## src/rtl/ped_request_latch.sv

```systemverilog
// ---------------------------------------------------------------------------
// ped_request_latch
//
// Turns a debounced pedestrian button level into press / long-press strobes
// and keeps a latched pedestrian request for the traffic controller. After
// the controller acknowledges a request, new presses are still classified,
// but they are not latched until a holdoff window has expired.
//
// Parameters
//   LONG_CYCLES    : held cycles that classify a press as long (2..2^32-1)
//   HOLDOFF_CYCLES : cycles after an acknowledge during which presses are
//                    not latched (0 disables the holdoff)
//
// Ports
//   clk          in  system clock, rising-edge active
//   rst_n        in  asynchronous active-low reset
//   btn_level    in  debounced, clk-synchronous button level (1 = pressed)
//   req_ack      in  one-cycle acknowledge from the traffic controller
//   press_pulse  out one-cycle strobe per detected press
//   long_pulse   out one-cycle strobe when a press reaches LONG_CYCLES
//   req_pending  out latched pedestrian request
//   req_priority out pending request is a long-press priority request
//   holdoff      out post-acknowledge holdoff window is running
// ---------------------------------------------------------------------------
module ped_request_latch #(
    parameter int unsigned LONG_CYCLES    = 32'd150_000_000,
    parameter int unsigned HOLDOFF_CYCLES = 32'd50_000_000
) (
    input  logic clk,
    input  logic rst_n,
    input  logic btn_level,
    input  logic req_ack,
    output logic press_pulse,
    output logic long_pulse,
    output logic req_pending,
    output logic req_priority,
    output logic holdoff
);

    // Last count value before a press becomes long; the counter saturates here.
    localparam logic [31:0] LONG_LAST    = 32'(LONG_CYCLES - 32'd1);
    localparam logic [31:0] HOLDOFF_LOAD = 32'(HOLDOFF_CYCLES);

    typedef enum logic [1:0] {
        ST_IDLE      = 2'd0,
        ST_PRESSED   = 2'd1,
        ST_LONG_HELD = 2'd2
    } state_t;

    state_t      state_q,       state_d;
    logic [31:0] hold_cnt_q,    hold_cnt_d;
    logic [31:0] holdoff_cnt_q, holdoff_cnt_d;
    logic        prev_level_q;
    logic        press_pulse_q, press_pulse_d;
    logic        long_pulse_q,  long_pulse_d;
    logic        req_pending_q, req_pending_d;
    logic        req_prio_q,    req_prio_d;
    logic        holdoff_q,     holdoff_d;
    logic        ack_take_s;

    // Press classification: edge detect, hold counting, long-press detection.
    always_comb begin
        state_d       = state_q;
        hold_cnt_d    = hold_cnt_q;
        press_pulse_d = 1'b0;
        long_pulse_d  = 1'b0;
        case (state_q)
            ST_IDLE: begin
                if (btn_level && !prev_level_q) begin
                    state_d       = ST_PRESSED;
                    hold_cnt_d    = 32'd0;
                    press_pulse_d = 1'b1;
                end else begin
                    state_d = ST_IDLE;
                end
            end
            ST_PRESSED: begin
                if (!btn_level) begin
                    state_d    = ST_IDLE;
                    hold_cnt_d = 32'd0;
                end else if (hold_cnt_q == LONG_LAST) begin
                    // Counter stays at LONG_LAST; it never wraps.
                    state_d      = ST_LONG_HELD;
                    long_pulse_d = 1'b1;
                end else begin
                    hold_cnt_d = hold_cnt_q + 32'd1;
                end
            end
            ST_LONG_HELD: begin
                if (!btn_level) begin
                    state_d    = ST_IDLE;
                    hold_cnt_d = 32'd0;
                end else begin
                    state_d = ST_LONG_HELD;
                end
            end
            default: begin
                state_d    = ST_IDLE;
                hold_cnt_d = 32'd0;
            end
        endcase
    end

    // Request latch and holdoff window; an acknowledge outranks a coincident press.
    always_comb begin
        ack_take_s    = req_ack && req_pending_q;
        req_pending_d = req_pending_q;
        holdoff_cnt_d = holdoff_cnt_q;
        if (ack_take_s) begin
            req_pending_d = 1'b0;
            holdoff_cnt_d = HOLDOFF_LOAD;
        end else begin
            if (press_pulse_d && !holdoff_q) begin
                req_pending_d = 1'b1;
            end else begin
                req_pending_d = req_pending_q;
            end
            if (holdoff_cnt_q != 32'd0) begin
                holdoff_cnt_d = holdoff_cnt_q - 32'd1;
            end else begin
                holdoff_cnt_d = 32'd0;
            end
        end
        // Priority survives only while the request stays pending.
        req_prio_d = req_pending_d && (req_prio_q || long_pulse_d);
        holdoff_d  = (holdoff_cnt_d != 32'd0);
    end

    // State, counters and registered outputs.
    always_ff @(posedge clk or negedge rst_n) begin
        if (!rst_n) begin
            state_q       <= ST_IDLE;
            hold_cnt_q    <= 32'd0;
            holdoff_cnt_q <= 32'd0;
            // Reset to 1 so a button held through reset is not seen as a press.
            prev_level_q  <= 1'b1;
            press_pulse_q <= 1'b0;
            long_pulse_q  <= 1'b0;
            req_pending_q <= 1'b0;
            req_prio_q    <= 1'b0;
            holdoff_q     <= 1'b0;
        end else begin
            state_q       <= state_d;
            hold_cnt_q    <= hold_cnt_d;
            holdoff_cnt_q <= holdoff_cnt_d;
            prev_level_q  <= btn_level;
            press_pulse_q <= press_pulse_d;
            long_pulse_q  <= long_pulse_d;
            req_pending_q <= req_pending_d;
            req_prio_q    <= req_prio_d;
            holdoff_q     <= holdoff_d;
        end
    end

    assign press_pulse  = press_pulse_q;
    assign long_pulse   = long_pulse_q;
    assign req_pending  = req_pending_q;
    assign req_priority = req_prio_q;
    assign holdoff      = holdoff_q;

endmodule
```

## config.mk

```make
export PLATFORM = sky130hd
export DESIGN_NAME = ped_request_latch
export DESIGN_NICKNAME = d
export VERILOG_FILES = /design/src/rtl/ped_request_latch.sv
export SDC_FILE = /design/constraint.sdc
export NUM_CORES = 1
export LEC_CHECK = 0
export CORE_UTILIZATION = 58
export CTS_BUF_LIST = sky130_fd_sc_hd__clkbuf_8
export CTS_CLUSTER_DIAMETER = 120
export CTS_CLUSTER_SIZE = 40
export DETAILED_ROUTE_END_ITERATION = 10
export GPL_TIMING_DRIVEN = 1
export PLACE_DENSITY_LB_ADDON = 0.2
export SYNTH_ARGS = -nofsm -noshare
export SYNTH_HDL_FRONTEND = slang
export SYNTH_SLANG_ARGS = --single-unit
```

## constraint.sdc

```tcl
create_clock -name clk -period 2.5 [get_ports clk]
set_input_delay 0.5 -clock clk [delete_from_list [all_inputs] [get_ports clk]]
set_output_delay 0.5 -clock clk [all_outputs]
set_load 0.01 [all_outputs]
```

# ---- After elaboration in Yosys (flattened, before gate mapping)
# Index checks and enable logic that the tools add are counted.
dict set report totals {
  inputBits 4
  word_cells 48
  ramBits 0
  latchBits 0
  memories 0
  output_inout_bits 5
  reg_bits 72
  rom_bits 0
}
dict set report op_classes {
  n_bitwise 0
  mux 19
  eq_ne 7
  order_cmp 0
  n_addsub 2
  n_mul 0
  reduce_logical 11
  n_shift 0
  n_div 0
}
# cell count
set ops {}
lappend ops {{two-way mux 32 bit} 6}
lappend ops {{one-hot mux 32 bit (3 select lines)} 1}
lappend ops {{nonzero test 32 bit} 2}
lappend ops {{adder 32 x 1 -> 32 bit (second input constant)} 1}
lappend ops {{equality test 32 x 28 -> 1 bit (second input constant)} 1}
lappend ops {{subtractor 32 x 1 -> 32 bit (second input constant)} 1}
lappend ops {{two-way mux 1 bit} 8}
lappend ops {{two-way mux 2 bit} 3}
lappend ops {{!= test 3 bit (second input constant)} 2}
lappend ops {{one-hot mux 2 bit (3 select lines)} 1}
lappend ops {{logical AND 1 bit} 4}
lappend ops {{!= test 2 bit (second input constant)} 2}
lappend ops {{AND reduction 3 bit} 1}
lappend ops {{equality test 2 x 1 -> 1 bit (second input constant)} 1}
lappend ops {{equality test 2 bit (second input constant)} 1}
lappend ops {{logical NOT 1 bit} 2}
lappend ops {{logical NOT 2 bit} 1}
lappend ops {{logical OR 1 bit} 1}

# ---- Longest topological paths before layout
# Gate-level depths: netlist of the first run.
dict set report depth {
  ltp_word 8
  mapped_depth 11
  depth_no_buf 9
}

# ---- Worst setup path after synthesis of the first run
# No wires, ideal clock.
dict set report synth_timing {
  path_kind {reg-to-reg}
  from {reg holdoff_cnt_q[0]}
  to {reg holdoff_q (netlist: holdoff)}
  path_stages_with_launch 12
  t_arrival_ns 2.257
  slack_ns 0.105
  required_ns 2.362
  period_less_slack_ns 2.395
  cell_sequence {dfrtp_1 inv_1 ha_1 clkbuf_1 nand2b_1 or2_1 buf_2 o31a_1 nor3b_1 o22ai_1 nor4_2 o211ai_1}
}
dict set report synth_between {
  elab_chain_len 4
  word_cells_on_any_way 5
}
# item line_no
set synth_lines {}
lappend synth_lines {{start, declared} 52} ;# logic [31:0] holdoff_cnt_q, holdoff_cnt_d;
lappend synth_lines {{start signal, assigned} 145} ;# holdoff_cnt_q <= holdoff_cnt_d;
lappend synth_lines {{subtractor 32 x 1 -> 32 bit or nonzero test 32 bit (tied branches)} {119, 118}}
lappend synth_lines {{two-way mux 32 bit (*)} 118} ;# if (holdoff_cnt_q != 32'd0) begin
lappend synth_lines {{two-way mux 32 bit (*)} 109} ;# if (ack_take_s) begin
lappend synth_lines {{nonzero test 32 bit (*)} 126} ;# holdoff_d = (holdoff_cnt_d != 32'd0);
lappend synth_lines {{via holdoff_d} 58} ;# logic holdoff_q, holdoff_d;
lappend synth_lines {{end signal, assigned} 151} ;# holdoff_q <= holdoff_d;
lappend synth_lines {{end, declared} 58}
# The timed path passes the listed nets; every way through them passes the cells marked *.
# A chain may end at the register's enable or synchronous reset.

# ---- Final worst setup path of the first run
dict set report layout_timing {
  from {reg holdoff_cnt_q[21]}
  to {reg holdoff_q (netlist: holdoff)}
}
# Same word-level chain as after synthesis.

==> run summary, run 1 <==
outcome = completed
first-pass detailed-route iteration total = 4
Inserted Diodes = 0
Clock Pin Slew Worst Setup and Hold Paths = 0.07 ns
Area Overhead vs Synth = 18.9%
routed wl met3 = 326 um
# port buffers = 8
Largest delay share family, worst path = simple AND/OR/NAND/NOR gates
CTS Buf Count = 9
Die Y = 84.7 um
Post-CTS Hold Buffers = 0
largest net degree at the start of global routing = 55
# rows = 29
main flop type after synthesis = dfrtp_1
Warnings, synthesis = 0
Synth Area in Adders = 1.89%
CP max-delay cell = or4_4
CP most frequent cell = o211ai_1
remaining antenna violation count = 0
Power Dens Cells = 512 nW/um2
worst skew pair latency = 0.35 ns
DR iter-0 viols = 108
final wirelength = 8.91 mm
Root Driver = clkbuf_8
DRC Markers = 0
r2r endpoint = holdoff
dpl cell area = 4430 um2
Seq cells post-synth = 72
vias in the first global route = 3391
first-pass GRT wire length = 15.5 mm
Max stage delay on crit path = 0.60 ns
Hold Crit Class = input port to async pin
Ports = 9
crit-path cells = or4_4, or2_1, o41a_1, o211ai_1, o211ai_1, nor4_2, o211ai_1
Crit. Startpoint = holdoff_cnt_q[21]
M1 WL = 3.76 mm
Design Area, Final = 4720 um2
grt total ovfl = 0
leakage = 0.00207 uW
simple-gate area share of the yosys netlist = 28.4%
worst vdd ir = 0.305 mV
synthesized cell area = 3970 um2
post-synthesis xor/xnor area fraction = 9.49%
number of max-cap violations = 0
worst setup path endpoint = holdoff
asr flop ratio synth = 100%
initial antenna violation count = 0
full die area = 7180 um2
vias per cell = 6.05
Fill cells = 466
R2R setup slack = 0.13 ns
Power, Total = 2420 uW
Avg Cell Area, Syn = 9.34 um2
syn nets = 435
Synth area leader = dfrtp_1
startpoint types = flop
Worst Max-Slew Pin Slew = 0.502 ns
Relative slew margins = 66.3%
CTS tree = built
Core ar. = 6490 um2
Vias = 3369
H-tree levels = 3
sequential share of the synthesized area = 45.4%
Synth area leaders = dfrtp_1 (45%), nor2_1 (6.1%), xor2_1 (5.1%), xnor2_1 (4.4%), o21ai_0 (3.4%)
worst r2r src = holdoff_cnt_q[21]
gr usage total = 27.5%
number of flops mapped to enable cells by yosys = 0
Peak Freq = 0.422 GHz
kind of end point of the critical path = flop
top-area cell type share of the netlist area = 44.8%
r2r worst-path depth = 7
register area = 1800 um2
CP Class = flop to flop
routed length per instance = 16.0 um
Initial Util = 61.1%
Layout Nets = 485
final hold violations = 0
multi-input logic area = 2090 um2
Synth cell types = 53
Final HPWL DP = 6.38 mm
DR WL met2 = 4.62 mm
Synth top cells by count = dfrtp_1 (71), nor2_1 (64), nand2_1 (31)
clk buf depth = 2
fin crit share = 94.9%
post-route minimum period = 2.37 ns
worst-path fanout max = 5
Synth Area in Compound Gates = 11.5%
crit path buf inv count = 0
most common cell in the netlist = dfrtp_1
Stages on worst setup path = 7
main combinational cell family by area after synthesis = simple AND/OR/NAND/NOR gates
share of cells above drive strength 1 = 19.2%
die width = 84.7 um
setup violators final = 0
Synth Instances = 425
Critical Path AT = 2.60 ns
max layer used = met4
Final Slew Violations = 0
total clock sinks = 72
Critical Path RT = 2.73 ns
Setup Skew = 0.00402 ns
post-synthesis mux area share = 0%
RD Place Congestion = 0.869
-- layout by cell type (no fill, tap or decap), types with 10 or more instances in the layout --
cell type,count
dfrtp_1,71
inv_1,15
o21ai_0,27
xnor2_1,20
nand3_1,16
buf_4,48
xor2_1,23
nand2_1,30
clkbuf_8,10
nor2_1,62
nand4_1,11
-- worst min path at each step --
stage	end	from	slack [ns]	cells past startpoint
after floorplan	hold_cnt_q[0]	rst_n	0.20	0
after global placement	hold_cnt_q[1]	rst_n	0.46	1
after detailed placement	hold_cnt_q[3]	rst_n	0.46	1
after CTS	hold_cnt_q[1]	rst_n	0.08	1
after global routing	hold_cnt_q[1]	rst_n	0.11	1
final	hold_cnt_q[1]	rst_n	0.07	1
-- per-stage QoR --
step | hold slack (ns) | util (%) | std cells | worst slack, ns | setup TNS, ns
after detailed placement | 0.463 | 68.3 | 539 | -0.0135 | -0.0142
after global routing | 0.106 | 72.7 | 557 | -0.0113 | -0.0113
after global placement | 0.460 | 68.3 | 539 | 0.0417 | 0
after floorplan | 0.204 | - | 425 | 0.105 | 0
after CTS | 0.0824 | 71.6 | 555 | 0.00812 | 0
final | 0.0734 | 72.7 | 557 | 0.128 | 0
-- timing repair --
item                       in CTS  in global routing
setup endpoints to repair       0                  2
gates resized for setup         0                 11
setup buffers                   0                  2
-- metal layers --
metal  vias to the layer above  GRT usage [%]
li1                       1618              -
met1                      1659           32.8
met2                        72           48.1
met3                        20           6.00
met4                         0           11.6
met5                         -              0
-- sequential cells by signal, summed over array words and instances (netlist names) --
signal and count:
holdoff 1, holdoff_cnt_q 32, req_priority 1, long_pulse 1, state_q 2, prev_level_q 1
press_pulse 1, req_pending 1, hold_cnt_q 32
-- final cells by class --
cell class                      instances  area share, %
Clock buffer                           10           2.92
Clock inverter                          6           1.75
Inverter                               15           1.19
Multi-Input combinational cell        320           44.3
Sequential cell                        72           38.2
Tap cell                               77           2.04
Timing Repair Buffer                   57           9.65
-- logic make-up (layout without fill, tap and decap cells) --
group           Yosys count  after routing
buf+inv                  33             88
xor+xnor                 43             43
flops                    72             72
compound gates           70             70
simple gates            201            201
fa+ha+maj                 6              6
-- power breakdown --
| part | internal [uW] | total, uW | switching, uW | leakage (uW) |
|---|---|---|---|---|
| registers | 1180 | 1190 | 13.2 | 0.000917 |
| logic | 73.2 | 208 | 135 | 0.00104 |
| clock network | 583 | 1020 | 435 | 0.000112 |
Note: power is estimated with default switching activity, not from simulation.
==> run 2: changes to the inputs <==
ABC_AREA = 0   (was default)
==> results of run 2 <==
Final layout, timing and power as in run 1 (identical DEF).
==> run 3: changes to the inputs <==
CORE_MARGIN = 5   (was default)
CORE_UTILIZATION = 60   (was 58)
clock period = 2.2 ns   (was 2.5 ns; I/O delays follow)
==> run summary, run 3 (same netlist as run 1, synthesis figures left out) <==
Max stage delay on crit path = 0.41 ns (-0.19 ns)
DR iter-0 viols = 252 (+130%)
kind of end point of the critical path = flop
Fill cells = 345 (-26%)
gr usage total = 26.5% (-0.96 points)
Relative slew margins = 61.8% (-4.5 points)
Critical Path RT = 2.42 ns (-0.31 ns)
grt total ovfl = 0 (unchanged)
first-pass detailed-route iteration total = 4 (unchanged)
clk buf depth = 2 (unchanged)
routed length per instance = 17.3 um (+8.3%)
Inserted Diodes = 0 (unchanged)
vias in the first global route = 3894 (+15%)
share of cells above drive strength 1 = 32.4% (+13 points)
WHS = 0.0687 ns (-0.00466 ns)
met3 usage = 3.55% (-2.4 points)
# port buffers = 8 (unchanged)
failing checks = setup timing
Root Driver = clkbuf_8
Layout Nets = 545 (+12%)
leakage = 0.00239 uW (+15%)
Core ar. = 6390 um2 (-1.7%)
outcome = complete, but fails checks
r2r endpoint = holdoff
# rows = 29 (unchanged)
Setup Skew = 0.00795 ns (+0.00393 ns)
crit path buf inv count = 1 (+1)
vias per cell = 6.09 (+0.73%)
die width = 91.3 um (+7.8%)
RSZ-0062 raised after global routing = true
most common cell after layout, fill and taps aside = buf_4
Peak Freq = 0.407 GHz (-3.4%)
Largest delay share family, worst path = simple AND/OR/NAND/NOR gates
first-pass GRT wire length = 18.2 mm (+17%)
final setup margin = -0.256 ns (-0.384 ns)
crit-path cells = nor4_1, buf_4, nand4_1, xor2_1, nor3b_1, o22ai_1, nor4_2, o211ai_1
Initial Util = 62.2% (+1.0 points)
RD Place Congestion = 0.907 (+4.4%)
final wirelength = 10.7 mm (+20%)
Top Usage Layer GRT = met2
H-tree levels = 3 (unchanged)
Area Overhead vs Synth = 33.8%
Post-CTS Hold Buffers = 0 (unchanged)
setup violators final = 1 (+1)
non-filler cells, final = 617 (+11%)
commonest cells after routing, fill and taps aside = buf_4 (105), dfrtp_1 (71), nor2_1 (61), nand2_1 (30), o21ai_0 (25)
Inst Count DP = 589 (+9.3%)
Critical Path AT = 2.68 ns (+0.08 ns)
Hold Crit Class = input port to async pin
DRC Markers = 0 (unchanged)
total clock sinks = 72 (unchanged)
multi-input logic area = 2230 um2 (+6.8%)
Die Y = 91.3 um (+7.8%)
startpoint types = flop
Vias = 3759 (+12%)
worst skew pair latency = 0.35 ns (about the same)
worst r2r src = holdoff_cnt_q[4]
number of max-cap violations = 0 (unchanged)
worst-path fanout max = 4 (-1)
worst vdd ir = 0.582 mV (+91%)
Clock Pin Slew Worst Setup and Hold Paths = 0.08 ns (about the same)
post-route minimum period = 2.46 ns (+0.0843 ns)
fin crit share = 112% (+17 points)
worst slack, placed = -0.283 ns (-0.269 ns)
CP Class = flop to flop
largest net degree at the start of global routing = 29 (-47%)
full die area = 8340 um2 (+16%)
initial antenna violation count = 0 (unchanged)
remaining antenna violation count = 0 (unchanged)
r2r worst-path depth = 8 (+1)
Power Dens Cells = 509 nW/um2 (-0.76%)
Final Slew Violations = 0 (unchanged)
grt met2 use = 45.7% (-2.4 points)
final hold violations = 0 (unchanged)
final setup TNS = -0.256 ns (-0.256 ns)
R2R setup slack = -0.26 ns (-0.38 ns)
Ports = 9 (unchanged)
largest registers = hold_cnt_q (32), holdoff_cnt_q (32), state_q (2)
register area = 1800 um2 (unchanged)
CP max-delay cell = dfrtp_1
Final HPWL DP = 7.39 mm (+16%)
Worst Max-Slew Pin Slew = 0.573 ns (+0.0706 ns)
Post-Route Utilization = 83.2% (+10 points)
CTS Buf Count = 9 (unchanged)
met1 Track Usage GR = 31.5% (-1.4 points)
CTS tree = built
[run 3: worst max path at each step]
stage | from | to | slack [ns] | cells after the start
4_1_cts | holdoff_cnt_q[18] | holdoff | -0.12 | 7
2_1_floorplan | holdoff_cnt_q[21] | holdoff | -0.05 | 7
6_report | holdoff_cnt_q[4] | holdoff | -0.26 | 8
5_1_grt | holdoff_cnt_q[13] | holdoff | -0.40 | 9
3_3_place_gp | btn_level | hold_cnt_q[27] | -0.19 | 8
3_5_place_dp | btn_level | hold_cnt_q[30] | -0.28 | 8
[run 3: layout make-up]
class                      count  share of cell area (%)
clock inverter                 6                    1.13
clock buffer                  10                    2.59
tap                           77                    1.81
multi-input combinational    320                    42.0
inverter                      15                    1.06
timing repair buffer         117                    17.4
sequential                    72                    34.0
[run 3: timing repair]
item / CTS / global route
endpoints found under the setup margin: 8 / 42
pin swaps: 14 / 19
gates resized for setup: 21 / 23
buffers inserted: 6 / 7
[run 3: power by group]
part	internal, uW	switching [uW]	leakage [uW]
sequential	1340	11.2	0.000917
clock	549	519	0.000103
combinational	109	173	0.00137
total	2000	703	0.00239
[run 3: per-layer routing]
| layer | up-vias | wire [um] |
|---|---|---|
| met3 | 39 | 529 |
| li1 | 1748 | - |
| met2 | 152 | 5620 |
| met1 | 1820 | 4170 |
| met4 | 0 | 374 |
| met5 | - | 0 |
[run 3: worst reg2reg max path, stage by stage, from the launching register on]
cell	delay (ns)
dfrtp_1	0.41
nor4_1	0.34
buf_4	0.18
nand4_1	0.14
xor2_1	0.28
nor3b_1	0.33
o22ai_1	0.17
nor4_2	0.33
o211ai_1	0.14
[run 3: metrics by stage]
step | power, uW | instance area [um2]
finish | 2700 | 5310
global route | 2810 | 5310
CTS | 2700 | 5160
detailed placement | 1640 | 4830
global placement | 1630 | 4830
floorplan | 1500 | 3980
